## src/rtl/song_pkg.sv

```systemverilog
// ---------------------------------------------------------------------------
// song_pkg : shared widths, rest code and timer state encoding
// Rev 1.0  : initial release
// ---------------------------------------------------------------------------
`default_nettype none

package song_pkg;

  localparam int NOTE_W = 6;
  localparam int DUR_W  = 6;

  localparam logic [NOTE_W-1:0] NOTE_REST = 6'd0;

  typedef enum logic [0:0] {
    IDLE = 1'b0,
    BUSY = 1'b1
  } timer_state_e;

endpackage

`default_nettype wire

```

## src/rtl/beat_timer.sv

```systemverilog
// ---------------------------------------------------------------------------
// beat_timer : counts a loaded number of beat ticks down, then pulses done
// Rev 1.0    : initial release
// ---------------------------------------------------------------------------
`default_nettype none

module beat_timer
  import song_pkg::*;
(
  input  logic             clk,
  input  logic             reset,
  input  logic             load,
  input  logic [DUR_W-1:0] dur,
  input  logic             tick,
  output logic             done,
  output logic             busy
);

  timer_state_e     state_q;
  logic [DUR_W-1:0] count_q;
  logic             done_q;

  // A load always wins over a coincident tick; a zero duration expires at once.
  always_ff @(posedge clk or posedge reset) begin
    if (reset) begin
      state_q <= IDLE;
      count_q <= '0;
      done_q  <= 1'b0;
    end else begin
      done_q <= 1'b0;
      if (load) begin
        if (dur == '0) begin
          state_q <= IDLE;
          count_q <= '0;
          done_q  <= 1'b1;
        end else begin
          state_q <= BUSY;
          count_q <= dur;
        end
      end else if ((state_q == BUSY) && tick) begin
        if (count_q == DUR_W'(1)) begin
          state_q <= IDLE;
          count_q <= '0;
          done_q  <= 1'b1;
        end else begin
          count_q <= count_q - 1'b1;
        end
      end
    end
  end

  assign done = done_q;
  assign busy = (state_q == BUSY);

endmodule

`default_nettype wire

```

## src/rtl/note_player.sv

```systemverilog
// ---------------------------------------------------------------------------
// note_player : three-voice note hold timers, advance timer and beat prescaler
// Rev 1.0     : initial release
// ---------------------------------------------------------------------------
`default_nettype none

module note_player
  import song_pkg::*;
#(
  parameter int BEAT_DIV = 1000,
  parameter int BEAT_W   = 10
) (
  input  logic              clk,
  input  logic              reset,
  input  logic              play,
  input  logic              new_note_one,
  input  logic              new_note_two,
  input  logic              new_note_three,
  input  logic [NOTE_W-1:0] note_one,
  input  logic [NOTE_W-1:0] note_two,
  input  logic [NOTE_W-1:0] note_three,
  input  logic [DUR_W-1:0]  duration_one,
  input  logic [DUR_W-1:0]  duration_two,
  input  logic [DUR_W-1:0]  duration_three,
  input  logic              advance_load,
  input  logic [DUR_W-1:0]  advance_duration,
  output logic              beat,
  output logic              note_one_done,
  output logic              note_two_done,
  output logic              note_three_done,
  output logic              advance_done,
  output logic [NOTE_W-1:0] active_note_one,
  output logic [NOTE_W-1:0] active_note_two,
  output logic [NOTE_W-1:0] active_note_three,
  output logic              voice_on_one,
  output logic              voice_on_two,
  output logic              voice_on_three
);

  localparam logic [BEAT_W-1:0] C_BEAT_LAST = BEAT_W'(BEAT_DIV - 1);

  logic [BEAT_W-1:0] cnt_q, cnt_d;
  logic              beat_q, beat_d;
  logic              w_tick;

  always_comb begin
    cnt_d  = cnt_q;
    beat_d = 1'b0;
    if (play) begin
      if (cnt_q == C_BEAT_LAST) begin
        cnt_d  = '0;
        beat_d = 1'b1;
      end else begin
        cnt_d = cnt_q + 1'b1;
      end
    end
  end

  always_ff @(posedge clk or posedge reset) begin
    if (reset) begin
      cnt_q  <= '0;
      beat_q <= 1'b0;
    end else begin
      cnt_q  <= cnt_d;
      beat_q <= beat_d;
    end
  end

  // Gating with play keeps a beat that straddles a pause from moving timers.
  assign beat   = beat_q;
  assign w_tick = beat_q & play;

  logic              w_load [3];
  logic [NOTE_W-1:0] w_note [3];
  logic [DUR_W-1:0]  w_dur  [3];
  logic              w_done [3];
  logic              w_busy [3];
  logic [NOTE_W-1:0] note_q [3];

  assign w_load[0] = new_note_one;
  assign w_load[1] = new_note_two;
  assign w_load[2] = new_note_three;
  assign w_note[0] = note_one;
  assign w_note[1] = note_two;
  assign w_note[2] = note_three;
  assign w_dur[0]  = duration_one;
  assign w_dur[1]  = duration_two;
  assign w_dur[2]  = duration_three;

  generate
    for (genvar v = 0; v < 3; v++) begin : g_voice
      beat_timer u_timer (
        .clk   (clk),
        .reset (reset),
        .load  (w_load[v]),
        .dur   (w_dur[v]),
        .tick  (w_tick),
        .done  (w_done[v]),
        .busy  (w_busy[v])
      );

      always_ff @(posedge clk or posedge reset) begin
        if (reset) begin
          note_q[v] <= NOTE_REST;
        end else if (w_load[v]) begin
          note_q[v] <= w_note[v];
        end
      end
    end
  endgenerate

  logic w_adv_busy_unused;

  beat_timer u_advance (
    .clk   (clk),
    .reset (reset),
    .load  (advance_load),
    .dur   (advance_duration),
    .tick  (w_tick),
    .done  (advance_done),
    .busy  (w_adv_busy_unused)
  );

  // The latched note is only exposed while its timer is running.
  assign active_note_one   = w_busy[0] ? note_q[0] : NOTE_REST;
  assign active_note_two   = w_busy[1] ? note_q[1] : NOTE_REST;
  assign active_note_three = w_busy[2] ? note_q[2] : NOTE_REST;

  assign voice_on_one   = w_busy[0] && (note_q[0] != NOTE_REST);
  assign voice_on_two   = w_busy[1] && (note_q[1] != NOTE_REST);
  assign voice_on_three = w_busy[2] && (note_q[2] != NOTE_REST);

  assign note_one_done   = w_done[0];
  assign note_two_done   = w_done[1];
  assign note_three_done = w_done[2];

endmodule

`default_nettype wire
```

## config.mk

```make
export PLATFORM = sky130hd
export DESIGN_NAME = note_player
export DESIGN_NICKNAME = d
export VERILOG_FILES = /design/src/rtl/song_pkg.sv /design/src/rtl/beat_timer.sv /design/src/rtl/note_player.sv
export SDC_FILE = /design/constraint.sdc
export NUM_CORES = 1
export LEC_CHECK = 0
export ABC_AREA = 1
export CAP_MARGIN = 10
export CORE_MARGIN = 2
export CORE_UTILIZATION = 40
export DETAILED_ROUTE_END_ITERATION = 10
export GPL_TIMING_DRIVEN = 0
export PLACE_DENSITY = 0.76
export SLEW_MARGIN = 5
export SYNTH_ARGS = -nofsm -noshare
export SYNTH_HDL_FRONTEND = slang
export SYNTH_SLANG_ARGS = --single-unit
```

## constraint.sdc

```tcl
create_clock -name clk -period 3.3 [get_ports clk]
set_clock_uncertainty 0.15 [all_clocks]
set_input_delay 0.66 -clock clk [delete_from_list [all_inputs] [get_ports clk]]
set_output_delay 0.66 -clock clk [all_outputs]
set_load 0.01 [all_outputs]
```

=== Word level (Yosys, flattened, before mapping) ===
Index checks and enable logic that the tools add are counted.

* Reductions and logical operators: 26
* Bitwise gates (word level): 1
* Mux-type cells: 54
* Equal/unequal tests: 5
* Add/subtract/negate cells: 5

{| class="wikitable"
|+ Operators with widths
! cell !! number
|-
| 2-to-1 mux 6 bit || 19
|-
| 2-to-1 mux 1 bit || 34
|-
| equality test 6 x 1 -> 1 bit (second input constant) || 4
|-
| zero test 6 bit || 4
|-
| subtractor 6 x 1 -> 6 bit (second input constant) || 4
|-
| nonzero test 6 bit || 3
|-
| nonzero test 2 bit || 8
|-
| adder 10 x 1 -> 10 bit (second input constant) || 1
|-
| equality test 10 bit (second input constant) || 1
|-
| 2-to-1 mux 10 bit || 1
|-
| AND reduction 2 bit || 4
|-
| logical AND 1 bit || 7
|-
| AND 1 bit || 1
|}

* Output and inout bits: 26
* Word-level logic and storage cells: 108
* Input bits: 49
* Register bits: 61

=== Logic depth before layout (Yosys ltp) ===
* Depth after elaboration: 4
* Mapped depth: 8

=== Hierarchy ===
From an unflattened synthesis, not the netlist that was laid out.

* Cells, all modules: 473
* Area, all modules: 3641.0 sq um

{| class="wikitable"
|+ Modules (own cells, without submodules)
! module !! area each (sq um) !! cells an instance !! instances !! seq. area each (sq um)
|-
| beat_timer || 538.0 || 70 || 4 || 200.2
|-
| note_player || 1488.9 || 193 || 1 || 725.7
|}

=== Worst setup path before layout ===
Ideal clock, no wire load.

* Path kind: reg2out
* Start: reg note_q[17] (netlist bit)
* End: out voice_on_one
* Stages on the path, launching flop included: 5
* Arrival time: 0.704 ns
* Data required time: 2.490 ns
* Path slack: 1.786 ns
* Path through: dfrtp_1 > inv_1 > nand4_1 > o21ai_0 > inv_1

* Longest elaborated chain between the ends: 2

{| class="wikitable"
|+ RTL lines
! item !! RTL line !! RTL
|-
| start, declared || note_player.sv:78 || <nowiki>logic [NOTE_W-1:0] note_q [3];</nowiki>
|-
| start signal, assigned by index || note_player.sv:106 || <nowiki>note_q[v] <= w_note[v];</nowiki>
|-
| nonzero test 6 bit || note_player.sv:129 || <nowiki>assign voice_on_one = w_busy[0] && (note_q[0] != NOTE_REST);</nowiki>
|-
| logical AND 1 bit || note_player.sv:129 ||
|-
| end, declared || note_player.sv:35 || <nowiki>output logic voice_on_one,</nowiki>
|}

Every way passes these cells.

=== Final worst setup path ===
* Start: reg note_q[14] (netlist bit)
* End: out voice_on_one

The elaborated chain is that of the path after synthesis.

==> results.txt <==
outcome = complete, no violations
total vias in the final route = 3375
Synth Area in Simple Gates = 32.7%
sequential element share of the synthesized area = 42.1%
Cell Area, Synth = 3630 um^2
Cell variety after synth = 24
Sinks on Clock Net = 61
antenna violations before repair = 0
Static Leakage = 2.51 nW
endpoints failing hold = 0
Worst-Margin Slew = 479 ps
leading area contributor after synthesis = dfrtp_1
VDD IR max = 0.241 mV
final critical-path share of the clock period = 74.2%
starting density of the core = 41.4%
layout cells sized above 1 = 8.93%
PwrDens = 490 nW/um^2
Synth Area in XOR/XNOR = 2.65%
WL/cell = 11.7 um
kind of critical path = flop to primary output
Die Span Y = 99.3 um
Synth Area in Adders = 3.10%
drt total wl = 8380 um
first-pass iteration count of the detailed router = 5
initial drt markers = 163
most area-consuming cells after synthesis = dfrtp_1, nand2_1, inv_1
Clock H-tree levels = 3
Compound-Gate Fraction of Synth Area = 7.51%
syn avg cell area = 7.01 um^2
Final Wtd Congestion = 0.866
# rows = 34
Pins Over Slew Limit = 0
antenna cells = 0
post-detail-place hpwl = 6230 um
routed vias/inst = 4.73
mux cell area share after synthesis = 0%
Post-DRT Antenna Nets = 0
vias in the first global route = 3341
Syn Inst Count = 518
final worst setup slack = 850 ps
Area Growth Syn to Fin = 29.7%
Placed Area = 4500 um^2
setup TNS = 0 ps
# DRC = 0
CTS tree = done
Synth top area share = 42.1%
Final Instance Area = 4710 um^2
Crit path arrival time = 1640 ps
ys async rst share = 100%
total track usage = 17.4%
Congestion Overflow GR = 0
main flop type after synthesis = dfrtp_1
Crit Reg-Reg Endpoint = g_voice[0].u_timer.count_q[4]
critical path peak fanout = 2
Rel. slew slack = 68.0%
post-CTS setup buffers = 0
nets@finish = 659
RR Startpoint = g_voice[0].u_timer.count_q[0]
most frequent cell after synthesis = nand2_1
WHS Path Cells = 1
Worst R2R Path Depth = 6
Ys Warns = 0
root cell of the clock tree = clkbuf_8
r2r setup slk = 1900 ps
main combinational cell family by area after synthesis = simple AND/OR/NAND/NOR gates
die width = 99.3 um
Port Buf Inserts = 71
io pins = 75
Post-synth EDFFs = 0
Hold Path Sink = g_voice[2].u_timer.count_q[0]
post-CTS sizing = 0
die area = 9850 um^2
hold_buf cts = 0
clock buffer count from CTS = 9
CP startpoint kind = flop
CTS clk-pin slew, worst paths = 70 ps
largest net degree at the start of global routing = 42
Critical Path RT = 2490 ps
RSZ-0062 raised after global routing = no
HP Class = flop to flop
Placement Setup Slack = 1240 ps
worst-skew pair later-pin latency = 340 ps
max-cap violations = 0
Final Critical Period = 2450 ps
# setup viols final = 0
Setup crit end kind = primary output
top cells by count, synth = nand2_1, inv_1, dfrtp_1
Hold Path Origin = g_voice[2].u_timer.count_q[0]
clk buf depth = 2
Core Region = 8760 um^2
#FFs+latches synth = 61
Max Freq = 408 MHz
first-pass GRT wire length = 14200 um
net count after synthesis = 576
==> metrics by stage <==
stage                     hold slack [ps]  cells  utilization, %  power, mW
after detailed placement              333    698            51.3       1.58
after floorplan                       301    518               -       1.36
after global placement                319    697            51.1       1.55
after global routing                  362    713            53.7       2.45
after CTS                             343    713            53.7       2.33
final                                 340    713            53.7       2.31
==> placed cells by master, fill, tap and decap left out, drive strengths merged <==
master           n
nand2          176
inv             98
o21ai           40
nand4           11
clkbuf          11
xnor2            3
ha               9
bufinv           2
o211ai           2
a21oi            6
clkdlybuf4s50   71
clkinv           2
nand3           31
buf             12
o22ai            2
dfrtp           61
xor2             8
nor2            57
clkinvlp         1
o21bai           2
==> layer usage <==
layer  up-vias  wire [um]  GRT usage (%)
li1       1734          -              -
met1      1527       3900           21.0
met2       108       3880           29.8
met3         6        545           6.04
met4         0         50           4.64
met5         -          0              0
==> sequential cells by signal (all words and copies together) (netlist names) <==
name and count:
beat 1, cnt_q 10, g_voice.u_timer.busy 3, g_voice.u_timer.count_q 18
g_voice.u_timer.done 3, note_q 18, u_advance.busy 1, u_advance.count_q 6
u_advance.done 1
==> where the power goes <==
| group | internal (mW) | switching [mW] |
|---|---|---|
| clock | 0.441 | 0.293 |
| combinational | 0.264 | 0.341 |
| sequential | 0.858 | 0.112 |
==> layout make-up <==
cell class                      instances  area, um^2
Fill cell                             839        4050
Multi-Input combinational cell        347        1670
Sequential cell                        61        1530
Timing Repair Buffer                   72         731
Inverter                               99         372
Clock buffer                           11         141
Tap cell                              108         135
Clock inverter                          4        72.6
Buffer                                 11        61.3
==> cells by family (layout without fill, tap and decap cells) <==
logic type,count (synthesis),count (layout)
AND/OR/NAND/NOR,275,275
flip-flops,61,61
buffers and inverters,110,197
XOR/XNOR,11,11
AO/OA/AOI/OAI,52,52
adder cells (fa/ha/maj),9,9
==> worst max-delay path by stage <==
stage	from	end	slack [ps]	cells after the start
after floorplan	reset	beat	980	1
after global placement	reset	g_voice[1].u_timer.done	-150	2
after CTS	note_q[14]	voice_on_one	840	5
after detailed placement	note_q[14]	voice_on_one	1240	5
after global routing	note_q[17]	voice_on_one	750	5
final	note_q[14]	voice_on_one	850	5
==> worst max-delay path, cell delays in order (launching register included) <==
cell             delay [ps]
dfrtp_1                 390
inv_1                   100
nand4_1                  80
o21ai_0                 190
inv_1                    60
clkdlybuf4s50_1         490
Power figures use the tool's default switching activity.
